<file path="config.mk">
export PLATFORM = sky130hd
export DESIGN_NAME = jtframe_cen_lockmon
export DESIGN_NICKNAME = d
export VERILOG_FILES = /design/src/rtl/jtframe_lockmon_pkg.sv /design/src/rtl/jtframe_cen_window.sv /design/src/rtl/jtframe_cen_lockmon.sv
export SDC_FILE = /design/constraint.sdc
export NUM_CORES = 1
export LEC_CHECK = 0
export BUFFER_PORTS_ARGS = -buffer_cell sky130_fd_sc_hd__buf_4
export CORE_ASPECT_RATIO = 0.6
export CORE_MARGIN = 2
export CORE_UTILIZATION = 40
export CTS_CLUSTER_DIAMETER = 100
export DETAILED_ROUTE_END_ITERATION = 7
export SLEW_MARGIN = 20
export SYNTH_ARGS = -nofsm -noshare
export SYNTH_HDL_FRONTEND = slang
export SYNTH_SLANG_ARGS = --single-unit
export TNS_END_PERCENT = 10
</file>
<file path="constraint.sdc">
create_clock -name clk -period 4.3 [get_ports clk]
set_clock_uncertainty 0.2 [all_clocks]
set_input_delay 0.86 -clock clk [delete_from_list [all_inputs] [get_ports clk]]
set_output_delay 0.86 -clock clk [all_outputs]
set_load 0.05 [all_outputs]
</file>
<file path="src/rtl/jtframe_lockmon_pkg.sv">
// jtframe_lockmon_pkg
// Shared types and helpers for the clock-enable lock monitor.
//   lock_state_t : monitor FSM states (IDLE, ACQ, LOCK, HOLD)
//   in_tol()     : true when |count - expect_v| <= tol, evaluated with a signed
//                  difference wide enough that no operand can overflow it.
package jtframe_lockmon_pkg;

  typedef enum logic [1:0] {
    IDLE = 2'd0,
    ACQ  = 2'd1,
    LOCK = 2'd2,
    HOLD = 2'd3
  } lock_state_t;

  // Window quality test: inclusive tolerance band around the expected count.
  // Operands are zero-extended by two bits so the subtraction stays signed-safe.
  function automatic logic in_tol(input logic [31:0] count,
                                  input logic [31:0] expect_v,
                                  input logic [31:0] tol);
    logic signed [33:0] d;
    logic signed [33:0] t;
    d = $signed({2'b00, count}) - $signed({2'b00, expect_v});
    t = $signed({2'b00, tol});
    return (d >= -t) && (d <= t);
  endfunction

endpackage

</file>
<file path="src/rtl/jtframe_cen_window.sv">
// jtframe_cen_window
// Measurement window for the lock monitor: a free-running window counter of
// WIN clk cycles and a saturating counter of tick-high cycles inside it.
// Ports:
//   clk   in  : system clock, rising edge
//   rst   in  : synchronous reset, active-high
//   en    in  : window runs while high; low clears both counters
//   tick  in  : strobe under test, one count per high cycle
//   close out : high during the last cycle of a window (win_cnt == WIN-1)
//   count out : window tick count including this cycle's tick; the final
//               count of the window when close is high
module jtframe_cen_window #(
  parameter int WIN = 1024,
  parameter int CW  = 16
) (
  input  logic          clk,
  input  logic          rst,
  input  logic          en,
  input  logic          tick,
  output logic          close,
  output logic [CW-1:0] count
);

  localparam int WW = $clog2(WIN);
  localparam logic [WW-1:0] LAST    = WW'(WIN - 1);
  localparam logic [CW-1:0] CNT_MAX = {CW{1'b1}};

  logic [WW-1:0] win_cnt_r;
  logic [CW-1:0] tick_cnt_r;
  logic [CW-1:0] cnt_inc_s;
  logic          close_s;

  // Saturating increment and window-close detection.
  always_comb begin
    cnt_inc_s = tick_cnt_r;
    if (tick && (tick_cnt_r != CNT_MAX)) begin
      cnt_inc_s = tick_cnt_r + CW'(1);
    end else begin
      cnt_inc_s = tick_cnt_r;
    end
    close_s = en && (win_cnt_r == LAST);
  end

  // Window and tick counters; a close restarts both at zero so the tick of
  // the first cycle of the new window is counted on the following edge.
  always_ff @(posedge clk) begin
    if (rst) begin
      win_cnt_r  <= {WW{1'b0}};
      tick_cnt_r <= {CW{1'b0}};
    end else if (!en) begin
      win_cnt_r  <= {WW{1'b0}};
      tick_cnt_r <= {CW{1'b0}};
    end else if (close_s) begin
      win_cnt_r  <= {WW{1'b0}};
      tick_cnt_r <= {CW{1'b0}};
    end else begin
      win_cnt_r  <= win_cnt_r + WW'(1);
      tick_cnt_r <= cnt_inc_s;
    end
  end

  assign close = close_s;
  assign count = cnt_inc_s;

endmodule

</file>
<file path="src/rtl/jtframe_cen_lockmon.sv">
// jtframe_cen_lockmon
// Lock monitor for clock-enable strobes. Counts tick pulses over windows of
// WIN clk cycles, flags each window as fast/slow/good against EXPECT +/- TOL,
// and tracks lock: GOOD consecutive good windows to lock, BAD consecutive bad
// windows to lose it.
// Ports:
//   clk      in  : system clock, rising edge
//   rst      in  : synchronous reset, active-high (priority over en)
//   en       in  : monitor enable; low discards the partial window and idles
//   tick     in  : strobe under test, clk domain
//   meas     out : tick count of the last completed window
//   meas_vld out : one-cycle pulse when meas updates
//   too_fast out : last window count > EXPECT+TOL
//   too_slow out : last window count < EXPECT-TOL
//   locked   out : lock status
module jtframe_cen_lockmon #(
  parameter int WIN    = 1024,
  parameter int CW     = 16,
  parameter int EXPECT = 256,
  parameter int TOL    = 2,
  parameter int GOOD   = 4,
  parameter int BAD    = 2
) (
  input  logic          clk,
  input  logic          rst,
  input  logic          en,
  input  logic          tick,
  output logic [CW-1:0] meas,
  output logic          meas_vld,
  output logic          too_fast,
  output logic          too_slow,
  output logic          locked
);

  import jtframe_lockmon_pkg::*;

  localparam int GW = $clog2(GOOD + 1);
  localparam int BW = $clog2(BAD + 1);
  localparam logic signed [CW+1:0] EXP_S = (CW+2)'(EXPECT);
  localparam logic signed [CW+1:0] TOL_S = (CW+2)'(TOL);

  logic                 close_s;
  logic [CW-1:0]        count_s;
  logic signed [CW+1:0] diff_s;
  logic                 fast_s;
  logic                 slow_s;
  logic                 good_s;

  lock_state_t   state_r;
  lock_state_t   state_nxt_s;
  logic [GW-1:0] good_cnt_r;
  logic [GW-1:0] good_cnt_nxt_s;
  logic [BW-1:0] bad_cnt_r;
  logic [BW-1:0] bad_cnt_nxt_s;

  logic [CW-1:0] meas_r;
  logic          meas_vld_r;
  logic          too_fast_r;
  logic          too_slow_r;
  logic          locked_r;

  jtframe_cen_window #(
    .WIN (WIN),
    .CW  (CW)
  ) u_window (
    .clk   (clk),
    .rst   (rst),
    .en    (en),
    .tick  (tick),
    .close (close_s),
    .count (count_s)
  );

  // Classify the closing window. A saturated count still compares correctly
  // because the difference is two bits wider than the count.
  always_comb begin
    diff_s = $signed({2'b00, count_s}) - EXP_S;
    fast_s = (diff_s > TOL_S);
    slow_s = (diff_s < -TOL_S);
    good_s = in_tol(32'(count_s), 32'(EXPECT), 32'(TOL));
  end

  // Lock FSM next-state and good/bad run-length counters.
  always_comb begin
    state_nxt_s    = state_r;
    good_cnt_nxt_s = good_cnt_r;
    bad_cnt_nxt_s  = bad_cnt_r;
    if (!en) begin
      state_nxt_s    = IDLE;
      good_cnt_nxt_s = {GW{1'b0}};
      bad_cnt_nxt_s  = {BW{1'b0}};
    end else begin
      case (state_r)
        IDLE: begin
          // First enabled cycle is cycle 0 of a fresh window.
          state_nxt_s    = ACQ;
          good_cnt_nxt_s = {GW{1'b0}};
          bad_cnt_nxt_s  = {BW{1'b0}};
        end
        ACQ: begin
          if (close_s && good_s) begin
            if (good_cnt_r == GW'(GOOD - 1)) begin
              state_nxt_s    = LOCK;
              good_cnt_nxt_s = {GW{1'b0}};
            end else begin
              good_cnt_nxt_s = good_cnt_r + GW'(1);
            end
          end else if (close_s) begin
            good_cnt_nxt_s = {GW{1'b0}};
          end else begin
            good_cnt_nxt_s = good_cnt_r;
          end
        end
        LOCK: begin
          if (close_s && !good_s) begin
            if (BAD == 1) begin
              state_nxt_s    = ACQ;
              good_cnt_nxt_s = {GW{1'b0}};
              bad_cnt_nxt_s  = {BW{1'b0}};
            end else begin
              state_nxt_s   = HOLD;
              bad_cnt_nxt_s = BW'(1);
            end
          end else begin
            state_nxt_s = LOCK;
          end
        end
        HOLD: begin
          if (close_s && good_s) begin
            state_nxt_s   = LOCK;
            bad_cnt_nxt_s = {BW{1'b0}};
          end else if (close_s) begin
            if (bad_cnt_r == BW'(BAD - 1)) begin
              state_nxt_s    = ACQ;
              good_cnt_nxt_s = {GW{1'b0}};
              bad_cnt_nxt_s  = {BW{1'b0}};
            end else begin
              bad_cnt_nxt_s = bad_cnt_r + BW'(1);
            end
          end else begin
            state_nxt_s = HOLD;
          end
        end
        default: begin
          state_nxt_s    = IDLE;
          good_cnt_nxt_s = {GW{1'b0}};
          bad_cnt_nxt_s  = {BW{1'b0}};
        end
      endcase
    end
  end

  // State, counters and output registers. locked follows the next state so
  // it changes on the same edge that publishes the closing window.
  always_ff @(posedge clk) begin
    if (rst) begin
      state_r    <= IDLE;
      good_cnt_r <= {GW{1'b0}};
      bad_cnt_r  <= {BW{1'b0}};
      meas_r     <= {CW{1'b0}};
      meas_vld_r <= 1'b0;
      too_fast_r <= 1'b0;
      too_slow_r <= 1'b0;
      locked_r   <= 1'b0;
    end else begin
      state_r    <= state_nxt_s;
      good_cnt_r <= good_cnt_nxt_s;
      bad_cnt_r  <= bad_cnt_nxt_s;
      locked_r   <= (state_nxt_s == LOCK) || (state_nxt_s == HOLD);
      meas_vld_r <= close_s;
      if (close_s) begin
        meas_r     <= count_s;
        too_fast_r <= fast_s;
        too_slow_r <= slow_s;
      end else begin
        meas_r     <= meas_r;
        too_fast_r <= too_fast_r;
        too_slow_r <= too_slow_r;
      end
    end
  end

  assign meas     = meas_r;
  assign meas_vld = meas_vld_r;
  assign too_fast = too_fast_r;
  assign too_slow = too_slow_r;
  assign locked   = locked_r;

endmodule

</file>
==> flow_metrics.py, run 1 <==
metrics = {
    "outcome": {
        "status": "complete, no violations",
    },
    "sta": {
        "min_period_over_period_pct": 83.5,
        "report.final.slew_viol_count": 0,
        "relSlewSlack_pct": 30.8,
        "rsz0062_at_grt": "false",
        "setup_tns_ns": 0,
        "timing.final.hold_violations": 0,
        "finalSetupViolCount": 0,
        "fmax_mhz": 278,
        "worstMarginPinSlew_ns": 1.04,
        "setup_ws_ns": 0.707,
        "layout_min_cycle_time_ns": 3.59,
    },
    "drt": {
        "wl_per_cell_um": 14.9,
        "drc_errors": 0,
        "wl_mm": 6.53,
        "drt-initial-drc-count": 140,
        "met2_length_mm": 2.60,
        "highest_layer": "met4",
        "vias": 2424,
        "via_per_inst": 5.53,
        "first_pass_iters": 4,
        "wl_met1_mm": 3.55,
        "route.met3.wl_um": 339,
        "ant_nets": 0,
    },
    "pwr": {
        "ir_drop_v": 0.000153,
        "powerDensity_mw_per_mm2": 289,
        "p_leak_nw": 1.15,
    },
    "floorplan": {
        "die_y_um": 69.0,
        "core_mm2": 0.00673,
        "io_pins": 24,
        "die_area_mm2": 0.00775,
        "fp.dieW_um": 112,
        "rows": 23,
        "initial_core_util_pct": 41.8,
    },
    "cells_and_area": {
        "drive_gt1_share_pct": 13.4,
        "area_growth_pct": 13.2,
        "nets": 359,
        "diodes": 0,
        "multiInputGateArea_mm2": 0.00162,
        "ff_latch_area_mm2": 0.00106,
        "layout.cells.non_filler": 438,
        "n_fill_cell": 674,
    },
    "yosys": {
        "synthTopCellsByCount": "nor2_1 (54), dfxtp_1 (53), nand2_1 (18)",
        "yosys.area.top_type": "dfxtp_1",
        "synth_nets": 343,
        "synth_cells": 334,
        "synth-edff-count": 0,
        "synth_top_area_share_pct": 37.7,
        "avgSynthCellArea_um2": 8.43,
        "synth_area_leaders": "dfxtp_1 (38%), nor2_1 (7.2%), xnor2_1 (4.7%)",
        "synthDistinctLibCells": 55,
        "ys_seq_elements": 53,
        "async_flop_share_pct": 0,
        "synth_area_mm2": 0.00282,
        "yosysWarnings": 0,
        "ys.flop_type": "dfxtp_1",
        "synth.most_common_cell": "nor2_1",
        "yosysSeqAreaShare_pct": 37.7,
    },
    "cts": {
        "cts_hold_buf": 0,
        "clkTransAtPathRegs_ns": 0.07,
        "cts_resized": 0,
        "htreeDepth": 2,
        "cts_sinks": 53,
        "cts_buffers": 5,
        "post_cts_buffers": 0,
        "cts_tree": "built",
        "clock_tree.buffer_depth": 2,
        "cts_root_buffer": "clkbuf_16",
        "clkLatencyLatePin_ns": 0.30,
    },
    "placement": {
        "dp.cells": 430,
        "dp_hpwl_mm": 4.77,
        "place_congestion": 0.842,
        "dpl_worst_slack_ns": 0.364,
        "port-buffer-count": 23,
    },
    "setup_path": {
        "cp-end-kind": "flop",
        "crit_arrival_ns": 3.60,
        "worst_ep_required_time_ns": 4.31,
        "path_class": "input port to flop",
        "critPathLaunchType": "input port",
        "crit_path_max_fanout": 8,
    },
    "min_path": {
        "hold_path.class": "flop to flop",
    },
    "global_route": {
        "grt_pass1_vias": 2125,
        "grt_pass1_wl_mm": 10.9,
        "antenna_found_initial": 0,
        "grt_max_degree": 25,
        "grt_usage_pct": 18.1,
        "globalRouteOverflowTotal": 0,
    },
    "run": {
        "max-cap-violations": 0,
    },
}
[stage by stage]
step / instance area [µm²] / util [%] / power, mW / hold WS [ns]
2_1_floorplan: 2820 / - / 0.521 / 0.230
3_3_place_gp: 3040 / 45.1 / 0.529 / 0.243
3_5_place_dp: 3040 / 45.1 / 0.529 / 0.251
4_1_cts: 3190 / 47.3 / 0.933 / 0.267
5_1_grt: 3190 / 47.3 / 0.962 / 0.289
6_report: 3190 / 47.3 / 0.921 / 0.265
[final cells by class]
type | count | area share [%]
Clock buffer | 5 | 3.93
Clock inverter | 3 | 0.707
Inverter | 7 | 0.825
Multi-Input combinational cell | 254 | 51.0
Sequential cell | 53 | 33.3
Tap cell | 87 | 3.42
Timing Repair Buffer | 29 | 6.83
[worst max-delay path: stages]
cell	delay, ns
buf_4	0.12
and2_1	0.23
and4_4	0.29
o21ai_0	0.10
xor2_1	0.18
ha_1	0.27
nand2_1	0.09
nor3_2	0.18
nor2_1	0.08
nor4b_1	0.42
nand4_1	0.26
nand2_2	0.18
nand2_2	0.10
a211oi_1	0.23
[registers in the layout (all words and copies together), names as in the netlist]
| register | flops |
|---|---|
| locked | 1 |
| state_r | 2 |
| u_window.tick_cnt_r | 16 |
| good_cnt_r | 3 |
| bad_cnt_r | 2 |
| too_fast | 1 |
| u_window.win_cnt_r | 10 |
| meas_vld | 1 |
| meas | 16 |
| too_slow | 1 |
[cells by family (layout without fill, tap and decap cells)]
kind of cell	after synthesis	count (layout)	synth area share, %
and+or+nand+nor	159	159	31.1
DFF	53	53	37.7
buffers and inverters	27	44	4.62
adders and majority gates	5	5	2.22
xor gates and xnor gates	24	24	7.96
muxes	2	2	0.711
AOI/OAI and AO/OA	64	64	15.7
[layout by cell type (no fill, tap or decap), types with 3 or more instances in the layout]
cell       synthesis  final
nor2_1            54     54
nand3b_1           4      4
and3_1             8      8
buf_4              2     29
ha_1               5      5
nor4_1             3      3
clkbuf_16          0      5
dfxtp_1           53     53
a311oi_1           3      3
nand2b_1           4      4
a21oi_1           14     14
o2111ai_1          3      3
nor3_1             4      4
inv_1              7      7
and4_1             4      4
and2_1             6      6
o21ai_0            7      7
nor2b_1            5      5
nand2_1           18     18
a31oi_1            4      4
nand4_1           17     17
xnor2_1           15     15
nand3_1           15     15
a211oi_1          16     16
xor2_1             8      8
[where the power goes]
group / total [mW] / internal [mW] / switching, mW
clock: 0.404 / 0.217 / 0.187
sequential: 0.496 / 0.493 / 0.00317
combinational: 0.0213 / 0.00630 / 0.0150
total: 0.921 / 0.716 / 0.205
[path summary, 6_finish.rpt]
| check | cells after the start | end | startpoint | slack (ns) |
|---|---|---|---|---|
| setup reg to reg | 14 | locked | u_window.tick_cnt_r[0] | 0.71 |
| hold reg to reg | 1 | u_window.win_cnt_r[0] | u_window.win_cnt_r[0] | 0.26 |
| setup / recovery | 14 | locked | tick | 0.71 |
| hold / removal | 1 | u_window.win_cnt_r[0] | u_window.win_cnt_r[0] | 0.26 |
[metal layers]
| metal | vias to the layer above | GRT usage [%] |
|---|---|---|
| met5 | - | 0 |
| met4 | 0 | 4.57 |
| met3 | 4 | 4.72 |
| met2 | 52 | 25.4 |
| li1 | 1259 | - |
| met1 | 1109 | 27.2 |
(Power assumes the default switching activity.)
==> run 2: changes to the inputs <==
==> constraint.sdc (replaced) <==
create_clock -name clk -period 3.2 [get_ports clk]
set_clock_uncertainty 0.2 [all_clocks]
set_input_delay 0.64 -clock clk [delete_from_list [all_inputs] [get_ports clk]]
set_output_delay 0.64 -clock clk [all_outputs]
set_load 0.05 [all_outputs]
==> flow_metrics.py, run 2 (synthesis gave the netlist of run 1 again) <==
metrics = {
    "outcome": {
        "status": "complete, no violations",
    },
    "drt": {
        "wl_mm": 7.28,
        "wl_per_cell_um": 15.3,
        "drc_errors": 0,
        "vias": 2673,
        "first_pass_iters": 4,
        "via_per_inst": 5.62,
        "drt-initial-drc-count": 148,
        "ant_nets": 0,
    },
    "cells_and_area": {
        "n_fill_cell": 637,
        "diodes": 0,
        "nets": 398,
        "drive_gt1_share_pct": 29.6,
        "layout_common_cells": "buf_4 (68), nor2_1 (53), dfxtp_1 (44)",
        "area_growth_pct": 28.9,
        "layout_commonest_cell": "buf_4",
        "final_core_util_pct": 53.9,
    },
    "global_route": {
        "grt_pass1_wl_mm": 11.3,
        "grt_max_degree": 25,
        "antenna_found_initial": 0,
        "globalRouteOverflowTotal": 0,
        "grt_usage_pct": 18.8,
        "grt_pass1_vias": 2337,
    },
    "placement": {
        "port-buffer-count": 23,
        "dpl_worst_slack_ns": -0.208,
        "dp_hpwl_mm": 5.33,
        "place_congestion": 0.842,
    },
    "cts": {
        "cts_tree": "built",
        "cts_root_buffer": "clkbuf_16",
        "clkLatencyLatePin_ns": 0.29,
        "clkTransAtPathRegs_ns": 0.06,
        "htreeDepth": 2,
        "cts_sinks": 53,
        "clock_tree.buffer_depth": 2,
        "cts_buffers": 5,
    },
    "pwr": {
        "powerDensity_mw_per_mm2": 358,
        "p_leak_nw": 1.37,
        "power.total_mw": 1.30,
        "ir_drop_v": 0.000267,
    },
    "sta": {
        "setup_ws_ns": 0.0564,
        "setup_tns_ns": 0,
        "relSlewSlack_pct": 50.1,
        "layout_min_cycle_time_ns": 3.14,
        "rsz0062_at_grt": "true",
        "finalSetupViolCount": 0,
        "fmax_mhz": 318,
        "report.final.slew_viol_count": 0,
        "min_period_over_period_pct": 98.2,
        "worstMarginPinSlew_ns": 0.744,
        "timing.final.hold_violations": 0,
    },
    "setup_path": {
        "path_class": "input port to flop",
        "worst_ep_required_time_ns": 3.19,
        "critPathLaunchType": "input port",
        "crit_path_max_fanout": 3,
        "cp-end-kind": "flop",
        "crit_arrival_ns": 3.13,
    },
    "floorplan": {
        "rows": 23,
        "die_area_mm2": 0.00775,
        "core_mm2": 0.00673,
        "die_y_um": 69.0,
        "initial_core_util_pct": 41.8,
        "fp.dieW_um": 112,
        "io_pins": 24,
    },
    "min_path": {
        "hold_path.class": "flop to flop",
    },
    "run": {
        "max-cap-violations": 0,
    },
}
-- run 2: final cells by class --
| type | instances | area, µm² | area share [%] |
|---|---|---|---|
| clock buffer | 5 | 125 | 3.45 |
| clock inverter | 2 | 35.0 | 0.966 |
| inverter | 7 | 26.3 | 0.724 |
| multi-input combinational | 254 | 1740 | 48.0 |
| sequential | 53 | 1080 | 29.8 |
| tap | 87 | 109 | 3.00 |
| timing repair buffer | 68 | 510 | 14.1 |
-- run 2: final timing paths --
kind,endpoint,startpoint,cells after the start,slack (ns)
setup / recovery,bad_cnt_r[1],tick,15,0.06
hold / removal,u_window.win_cnt_r[0],u_window.win_cnt_r[0],1,0.26
setup reg to reg,bad_cnt_r[1],u_window.tick_cnt_r[15],14,0.07
hold reg to reg,u_window.win_cnt_r[0],u_window.win_cnt_r[0],1,0.26
-- run 2: critical path: stages --
cell,delay (ns)
buf_4,0.12
and2_4,0.13
and4_4,0.19
o21ai_4,0.06
xor2_2,0.17
ha_2,0.24
nand2_2,0.07
nor3_4,0.25
o2111ai_2,0.15
a2bb2oi_2,0.19
a2111o_1,0.43
buf_4,0.16
nand3b_1,0.10
a21oi_2,0.07
a21o_1,0.15
-- run 2: power breakdown --
part / internal [mW] / total, mW / switching [mW]
clock network: 0.363 / 0.599 / 0.236
registers: 0.660 / 0.664 / 0.00364
logic: 0.0126 / 0.0354 / 0.0228
total: 1.04 / 1.30 / 0.262
-- run 2: timing repair --
action	CTS	global route
hold endpoints to repair	0	0
pin swaps	0	11
resized for setup	4	27
hold buffers	0	0
endpoints found under the setup margin	2	9
buffers inserted	0	6
-- run 2: stage by stage --
step | hold slack, ns | cell area, µm² | instances
after floorplan | 0.230 | 2860 | 334
after global placement | 0.247 | 3330 | 463
after detailed placement | 0.255 | 3330 | 463
after CTS | 0.266 | 3490 | 470
after global routing | 0.286 | 3630 | 476
final | 0.264 | 3630 | 476
-- run 2: per-layer routing --
| layer | global-route usage [%] | vias up | wire length, µm |
|---|---|---|---|
| met2 | 28.6 | 91 | 3070 |
| met1 | 26.7 | 1255 | 3740 |
| met3 | 4.81 | 4 | 418 |
| met5 | 0 | - | 0 |
| met4 | 4.57 | 0 | 51 |
| li1 | - | 1323 | - |
